--- config.mk ---
export PLATFORM = sky130hd
export DESIGN_NAME = timer_arbiter
export DESIGN_NICKNAME = d
export VERILOG_FILES = /design/src/rtl/timer_arbiter.sv
export SDC_FILE = /design/constraint.sdc
export NUM_CORES = 1
export LEC_CHECK = 0
export ABC_AREA = 0
export BUFFER_PORTS_ARGS = -buffer_cell sky130_fd_sc_hd__buf_2
export CAP_MARGIN = 10
export CORE_ASPECT_RATIO = 1.1
export CORE_MARGIN = 4
export CORE_UTILIZATION = 35
export CTS_CLUSTER_SIZE = 14
export DETAILED_ROUTE_END_ITERATION = 7
export PLACE_DENSITY = 0.67
export SLEW_MARGIN = 20
export SYNTH_ARGS = -nofsm -noshare
export SYNTH_HDL_FRONTEND = slang
export SYNTH_SLANG_ARGS = --single-unit
--- constraint.sdc ---
create_clock -name clk -period 4.8 [get_ports clk]
set_clock_uncertainty 0.2 [all_clocks]
set_input_delay 0.72 -clock clk [delete_from_list [all_inputs] [get_ports clk]]
set_output_delay 0.72 -clock clk [all_outputs]
set_load 0.05 [all_outputs]
--- src/rtl/timer_arbiter.sv ---
// timer_arbiter: round-robin scheduler sharing one fancy timer among NREQ requesters.
// Serializes the 1101 start pattern plus delay onto tmr_data, waits for done, acks, pulses fin.
module timer_arbiter #(
  parameter int NREQ = 4
) (
  input  logic              clk,
  input  logic              reset,
  input  logic [NREQ-1:0]   req,
  input  logic [4*NREQ-1:0] delay,
  output logic [NREQ-1:0]   grant,
  output logic [NREQ-1:0]   fin,
  output logic              busy,
  output logic              err,
  output logic              tmr_data,
  output logic              tmr_ack,
  input  logic              tmr_counting,
  input  logic              tmr_done
);

  localparam int IDXW = (NREQ > 1) ? $clog2(NREQ) : 1;

  typedef enum logic [2:0] {
    S_IDLE,
    S_SEND,
    S_RUN,
    S_ACK,
    S_ERR
  } state_t;

  state_t          state;
  logic [IDXW-1:0] ptr;
  logic [IDXW-1:0] idx;
  logic [IDXW-1:0] win_idx;
  logic [IDXW-1:0] cand;
  logic [IDXW-1:0] next_ptr;
  logic            win_valid;
  logic [3:0]      win_delay;
  logic [2:0]      bit_cnt;
  logic [6:0]      sreg;

  function automatic logic [NREQ-1:0] onehot(input logic [IDXW-1:0] i);
    logic [NREQ-1:0] v;
    v    = '0;
    v[i] = 1'b1;
    return v;
  endfunction

  // First asserted request scanning upward from ptr, wrapping modulo NREQ.
  always_comb begin
    win_valid = 1'b0;
    win_idx   = '0;
    cand      = '0;
    for (int unsigned k = 0; k < NREQ; k++) begin
      cand = IDXW'((32'(ptr) + k) % NREQ);
      if (!win_valid && req[cand]) begin
        win_valid = 1'b1;
        win_idx   = cand;
      end
    end
  end

  always_comb begin
    win_delay = '0;
    for (int unsigned k = 0; k < NREQ; k++) begin
      if (win_idx == IDXW'(k)) begin
        win_delay = delay[4*k +: 4];
      end
    end
  end

  always_comb begin
    next_ptr = (idx == IDXW'(NREQ - 1)) ? '0 : idx + 1'b1;
  end

  always_ff @(posedge clk) begin
    if (reset) begin
      state    <= S_IDLE;
      ptr      <= '0;
      idx      <= '0;
      bit_cnt  <= '0;
      sreg     <= '0;
      grant    <= '0;
      fin      <= '0;
      busy     <= 1'b0;
      err      <= 1'b0;
      tmr_data <= 1'b0;
      tmr_ack  <= 1'b0;
    end else begin
      fin <= '0;
      unique case (state)
        S_IDLE: begin
          if (win_valid) begin
            state    <= S_SEND;
            idx      <= win_idx;
            grant    <= onehot(win_idx);
            busy     <= 1'b1;
            // First pattern bit goes out with the grant; sreg holds the remaining seven.
            tmr_data <= 1'b1;
            sreg     <= {3'b101, win_delay};
            bit_cnt  <= '0;
          end
        end
        S_SEND: begin
          if (bit_cnt == 3'd7) begin
            state    <= S_RUN;
            tmr_data <= 1'b0;
          end else begin
            tmr_data <= sreg[6];
            sreg     <= {sreg[5:0], 1'b0};
            bit_cnt  <= bit_cnt + 3'd1;
          end
        end
        S_RUN: begin
          if (tmr_done) begin
            state   <= S_ACK;
            tmr_ack <= 1'b1;
            fin     <= onehot(idx);
          end else if (!tmr_counting) begin
            state <= S_ERR;
            err   <= 1'b1;
            fin   <= onehot(idx);
            grant <= '0;
          end
        end
        S_ACK, S_ERR: begin
          state   <= S_IDLE;
          tmr_ack <= 1'b0;
          grant   <= '0;
          busy    <= 1'b0;
          ptr     <= next_ptr;
        end
        default: begin
          state <= S_IDLE;
        end
      endcase
    end
  end

  grant_onehot: assert property (@(posedge clk) disable iff (reset) $onehot0(grant));
  fin_onehot:   assert property (@(posedge clk) disable iff (reset) $onehot0(fin));

endmodule

[After elaboration in Yosys (flattened, before gate mapping)]
Cells that the tools add are included.
Cells by class
  reductions and logical operators: 24
  add/sub/neg operators: 5
  equality and inequality tests: 16
  order comparisons: 8
  multiplexer cells: 48
  bitwise operators: 3
Operators by type and width (number)
  $mux W4: 9
  $lt A2 B3 Y1 const B: 6
  $mux W3: 6
  $mux W7: 2
  $pmux W7 S2: 1
  $mux W1: 13
  $ne A2 B2 Y1 const B: 6
  $pmux W4 S3: 1
  $mux W2: 5
  $pmux W3 S3: 1
  $reduce_and A3 Y1: 3
  $bmux W1 S2: 4
  $reduce_and A2 Y1: 4
  $eq A2 B2 Y1 const B: 3
  $eq A3 B2 Y1 const B: 2
  $eq A3 B3 Y1 const B: 2
  $pmux W1 S2: 3
  $pmux W3 S2: 1
  $reduce_bool A2 Y1: 3
  $logic_and A1 B1 Y1: 5
  $add A2 B1 Y2 const B: 2
  $add A2 B2 Y2 const B: 2
  $demux W1 S2: 2
  $ge A2 B1 Y1 const B: 2
  other kinds (11): 16
Storage, ports and cells
  bits in registers: 29
  bits of input ports: 24
  word-level logic and storage cells: 115
  output and inout port bits: 12

[Logic depth before layout (Yosys ltp)]
  depth after elaboration: 19
  gate-level depth with buffers: 7
  depth with buffers taken out: 7

[Worst setup path after synthesis]
No wires, ideal clock.
  path type: reg-to-reg
  start point: reg bit_cnt[0]
  end point: reg sreg[2]
  setup time: 134 ps
  slack: 2695 ps
  data arrival time: 1771 ps
  stages on the path, launching flop included: 8
  clock period less this slack: 2105 ps
  required time: 4466 ps
  buffers on the path: 0
  path through: dfxtp_1 > ha_1 > ha_1 > or4b_4 > nor2_1 > nor2_1 > a2111oi_2 > nor4_2
On the way
  word-level cells in the longest chain between the ends: 3
Ends and longest elaborated chain
  start: declaration: RTL line 38  | logic [2:0] bit_cnt;
  start signal: assignment: RTL line 110  | bit_cnt <= bit_cnt + 3'd1;
  $eq A3 B3 Y1: RTL line 104  | if (bit_cnt == 3'd7) begin
  $ne A2 B2 Y1 (no source line)
  $reduce_and A3 Y1 (no source line)
  end signal: assignment: RTL line 99  | sreg <= {3'b101, win_delay};
  end signal: assignment: RTL line 109  | sreg <= {sreg[5:0], 1'b0};
  end: declaration: RTL line 39  | logic [6:0] sreg;
Every way passes these cells.
A chain may end at the register's enable or synchronous reset.

[Worst setup path after layout]
  start point: in req[0]
  end point: reg sreg[0]
On the way
  word-level cells in the longest chain between the ends: 19
  elaborated cells between the ends (all ways): 34
  those cells by class: 4 x eq/ne; 22 x mux; 8 x reduce/logical
Ends and longest elaborated chain
  start: declaration: RTL line 8  | input logic [NREQ-1:0] req,
  $bmux W1 S2: RTL line 55  | if (!win_valid && req[cand]) begin
  $mux W1 (implied by the code): RTL line 55
  $mux W1: RTL line 55
  $logic_not A1 Y1: RTL line 55
  $logic_and A1 B1 Y1: RTL line 55
  $mux W1: RTL line 55
  $logic_not A1 Y1: RTL line 55
  $logic_and A1 B1 Y1: RTL line 55
  $mux W1: RTL line 55
  $logic_not A1 Y1: RTL line 55
  $logic_and A1 B1 Y1: RTL line 55
  $mux W2: RTL line 55
  $logic_not A2 Y1: RTL line 65  | if (win_idx == IDXW'(k)) begin
  $mux W4 (4 in a row): RTL line 65
  $mux W7: RTL line 92  | if (win_valid) begin
  $pmux W7 S2: RTL line 90  | unique case (state)
Parallel ways exist; a longest one is shown, timed or not. The select of a mux whose other input is x is not followed.

==> metrics.md <==
| Metric | Value |
|---|---|
| CP required | `4.79 ns` |
| Antenna Nets Post-Route | `0` |
| Worst-margin pin slew | `0.714 ns` |
| CTS Buf Count | `5` |
| Crit path DAT | `2.24 ns` |
| Yosys warnings | `0` |
| Drt wl/cell | `13.1 um` |
| Via Count | `1384` |
| CP top delay family | `simple AND/OR/NAND/NOR gates` |
| Clk root buf | `clkbuf_8` |
| Critical Path Max Stage Delay | `0.55 ns` |
| RSZ-0062 raised after global routing | `false` |
| Net count, final | `245` |
| Worst rel slew slack | `52.0%` |
| DRC errors left | `0` |
| Critical Path, Cell by Cell | `buf_2 -> nor4_2 -> nor4_4 -> nor2b_1 -> nand3b_1 -> o31ai_2` |
| Average size of a mapped cell | `8.65 um2` |
| Commonest cells after routing, fill and taps aside | `35 x buf_2, 29 x dfxtp_1, 28 x nor2_1` |
| Buf+Inv Stages, Crit Path | `1` |
| Cells after synthesis | `182` |
| Max-slew violations | `0` |
| Initial core utilization | `36.5%` |
| Final Hold Viols | `0` |
| Leak | `0.784 nW` |
| Non-filler cells in the finished layout | `270` |
| Htree depth | `2` |
| Setup_tns | `0 ns` |
| Switching power total | `150 uW` |
| CTS resizes | `0` |
| Min Clock Period, post-route | `2.25 ns` |
| I/O pins | `36` |
| Synthesized cell area | `0.00157 mm2` |
| Layout area overhead | `20.0%` |
| CP startpoint kind | `input port` |
| First-pass GRT wire length | `6.00 mm` |
| Final critical-path share of the clock period | `46.9%` |
| Flop and latch count out of synthesis | `29` |
| Die width | `71.9 um` |
| Setup violations, final | `0` |
| Clock sinks | `29` |
| Routed WL | `3.55 mm` |
| GRT overflow | `0` |
| Multi-input logic area | `920 um2` |
| Placed inst area | `0.00176 mm2` |
| Worst IR Drop VDD | `0.000149 V` |
| Slowest CP cell | `nor4_2` |
| Share of power burned in registers | `42.8%` |
| Skew-Pair Late Insertion Delay | `0.28 ns` |
| Largest area contributor in the synthesized netlist | `dfxtp_1` |
| Post-CTS Setup Bufs | `0` |
| CTS tree | `built` |
| Fin Hold WS | `0.258 ns` |
| Initial antenna violation count | `0` |
| Sequential fraction of the synthesis area | `36.9%` |
| Outcome | `finished clean` |
| Sequential cell area | `581 um2` |
| Number of antenna diodes | `0` |
| CP endpoint kind | `flop` |
| Worst hold path type | `flop to flop` |
| Top cell type's share of synthesized area | `36.9%` |
| Final instance area | `0.00189 mm2` |
| Global Route Usage Sum | `13.4%` |
| Clock network fraction of design power | `42.8%` |
| Final core occ | `43.8%` |
| Largest net degree at the start of global routing | `24` |
| Std cell rows | `25` |
| Critical path type | `input port to flop` |
| Top post-synthesis cells by area | `dfxtp_1 37%, nor2_1 6.7%, a21oi_1 5.1%` |
| Sw frac | `24.8%` |
| Final GP Congestion | `0.857` |
| # Max-Cap Violations | `0` |
| Clock Path Buffers | `2` |
| Worst Path Max Fanout | `13` |
| Clk pin slew, worst setup/hold paths | `0.06 ns` |
| Initial DRC Count | `42` |
| Hold Buf Count CTS | `0` |
| Post-DP HPWL | `2.67 mm` |
| Die H | `78.3 um` |
| Vias in the first global route | `1329` |
| Via/cell ratio | `5.13` |
| Netlist cell types | `41` |
| Pint | `454 uW` |
| Placed cells | `262` |
| Filler cells | `439` |
| FMAX | `0.444 GHz` |
| Drt first pass iters | `4` |
| IO Port Bufs | `35` |
| Comb power frac | `14.4%` |
| Most common cell after layout, fill and taps aside | `buf_2` |
| Pwr dens | `319 mW/mm2` |
| CORE AREA | `0.00432 mm2` |
| Share of layout cells above drive strength 1 | `25.9%` |
| Die ar. | `0.00564 mm2` |
| Net Count, Synth | `212` |
==> routing by layer <==
metal	track usage, %	vias to the layer above	part of all wire (%)	wire (um)
met3	4.48	4	8.1	289
met1	17.7	618	46	1650
met5	0	-	0	0
li1	-	716	-	-
met2	20.4	46	44	1580
met4	4.51	0	0.99	35
==> cells in the mapped netlist, drive strengths merged <==
library cell	n
dfxtp	29
nor2	29
a21oi	16
inv	8
nand2	7
nor3	7
ha	6
nand3b	6
buf	5
nand2b	5
nor4	5
o21ai	5
a32oi	4
and2	4
clkbuf	4
nor3b	4
o21a	4
a2111oi	3
a211oi	3
mux2i	3
nand3	3
nor2b	3
a31oi	2
and2b	2
o22ai	2
or2	2
a211o	1
a21boi	1
a21o	1
a221o	1
a22oi	1
a311oi	1
and3	1
o211ai	1
o31ai	1
or3	1
or4b	1
==> per-stage QoR <==
stage / total power [mW] / setup slack, ns
final: 0.604 / 2.55
after global routing: 0.630 / 2.35
after CTS: 0.609 / 2.25
after detailed placement: 0.350 / 1.96
after global placement: 0.349 / 2.04
after floorplan: 0.326 / 2.69
==> worst min-delay path, stage by stage, from the launching register on <==
cell and delay, ns:
dfxtp_1 0.31, nand2_1 0.05, a21oi_1 0.05
==> path summary, 6_finish.rpt <==
| check | startpoint | end | slack, ns | cells after the start |
|---|---|---|---|---|
| setup / recovery | req[0] | sreg[0] | 2.55 | 6 |
| hold / removal | sreg[5] | sreg[5] | 0.26 | 2 |
| setup reg to reg | bit_cnt[0] | sreg[2] | 2.56 | 7 |
| hold reg to reg | sreg[5] | sreg[5] | 0.26 | 2 |
==> cells by family (layout without fill, tap and decap cells) <==
kind of cell             after synthesis  after routing  share of synthesized area (%)
multiplexers                           3              3                           1.91
flip-flops                            29             29                           36.9
buffers and inverters                 17             51                           5.25
AO/OA/AOI/OAI                         47             47                           22.3
AND/OR/NAND/NOR                       80             80                           28.9
adder cells (fa/ha/maj)                6              6                           4.77
==> power by group through the flow <==
stage	sequential [mW]	clock [mW]	combinational [mW]
floorplan	0.271	0	0.0553
global placement	0.263	0	0.0859
detailed placement	0.263	0	0.0867
CTS	0.258	0.263	0.0872
global route	0.260	0.273	0.0973
finish	0.258	0.258	0.0871
==> layout make-up <==
| cell class | count | share of cell area [%] |
|---|---|---|
| Clock buffer | 7 | 4.57 |
| Clock inverter | 1 | 1.59 |
| Inverter | 8 | 1.59 |
| Multi-Input combinational cell | 136 | 48.7 |
| Sequential cell | 29 | 30.7 |
| Tap cell | 54 | 3.58 |
| Timing Repair Buffer | 35 | 9.27 |
==> registers in the layout (all words and copies together), names as in the netlist <==
name	count
sreg	7
fin	4
grant	4
bit_cnt	3
state	3
idx	2
ptr	2
busy	1
err	1
tmr_ack	1
tmr_data	1
Note: power is estimated with default switching activity, not from simulation.
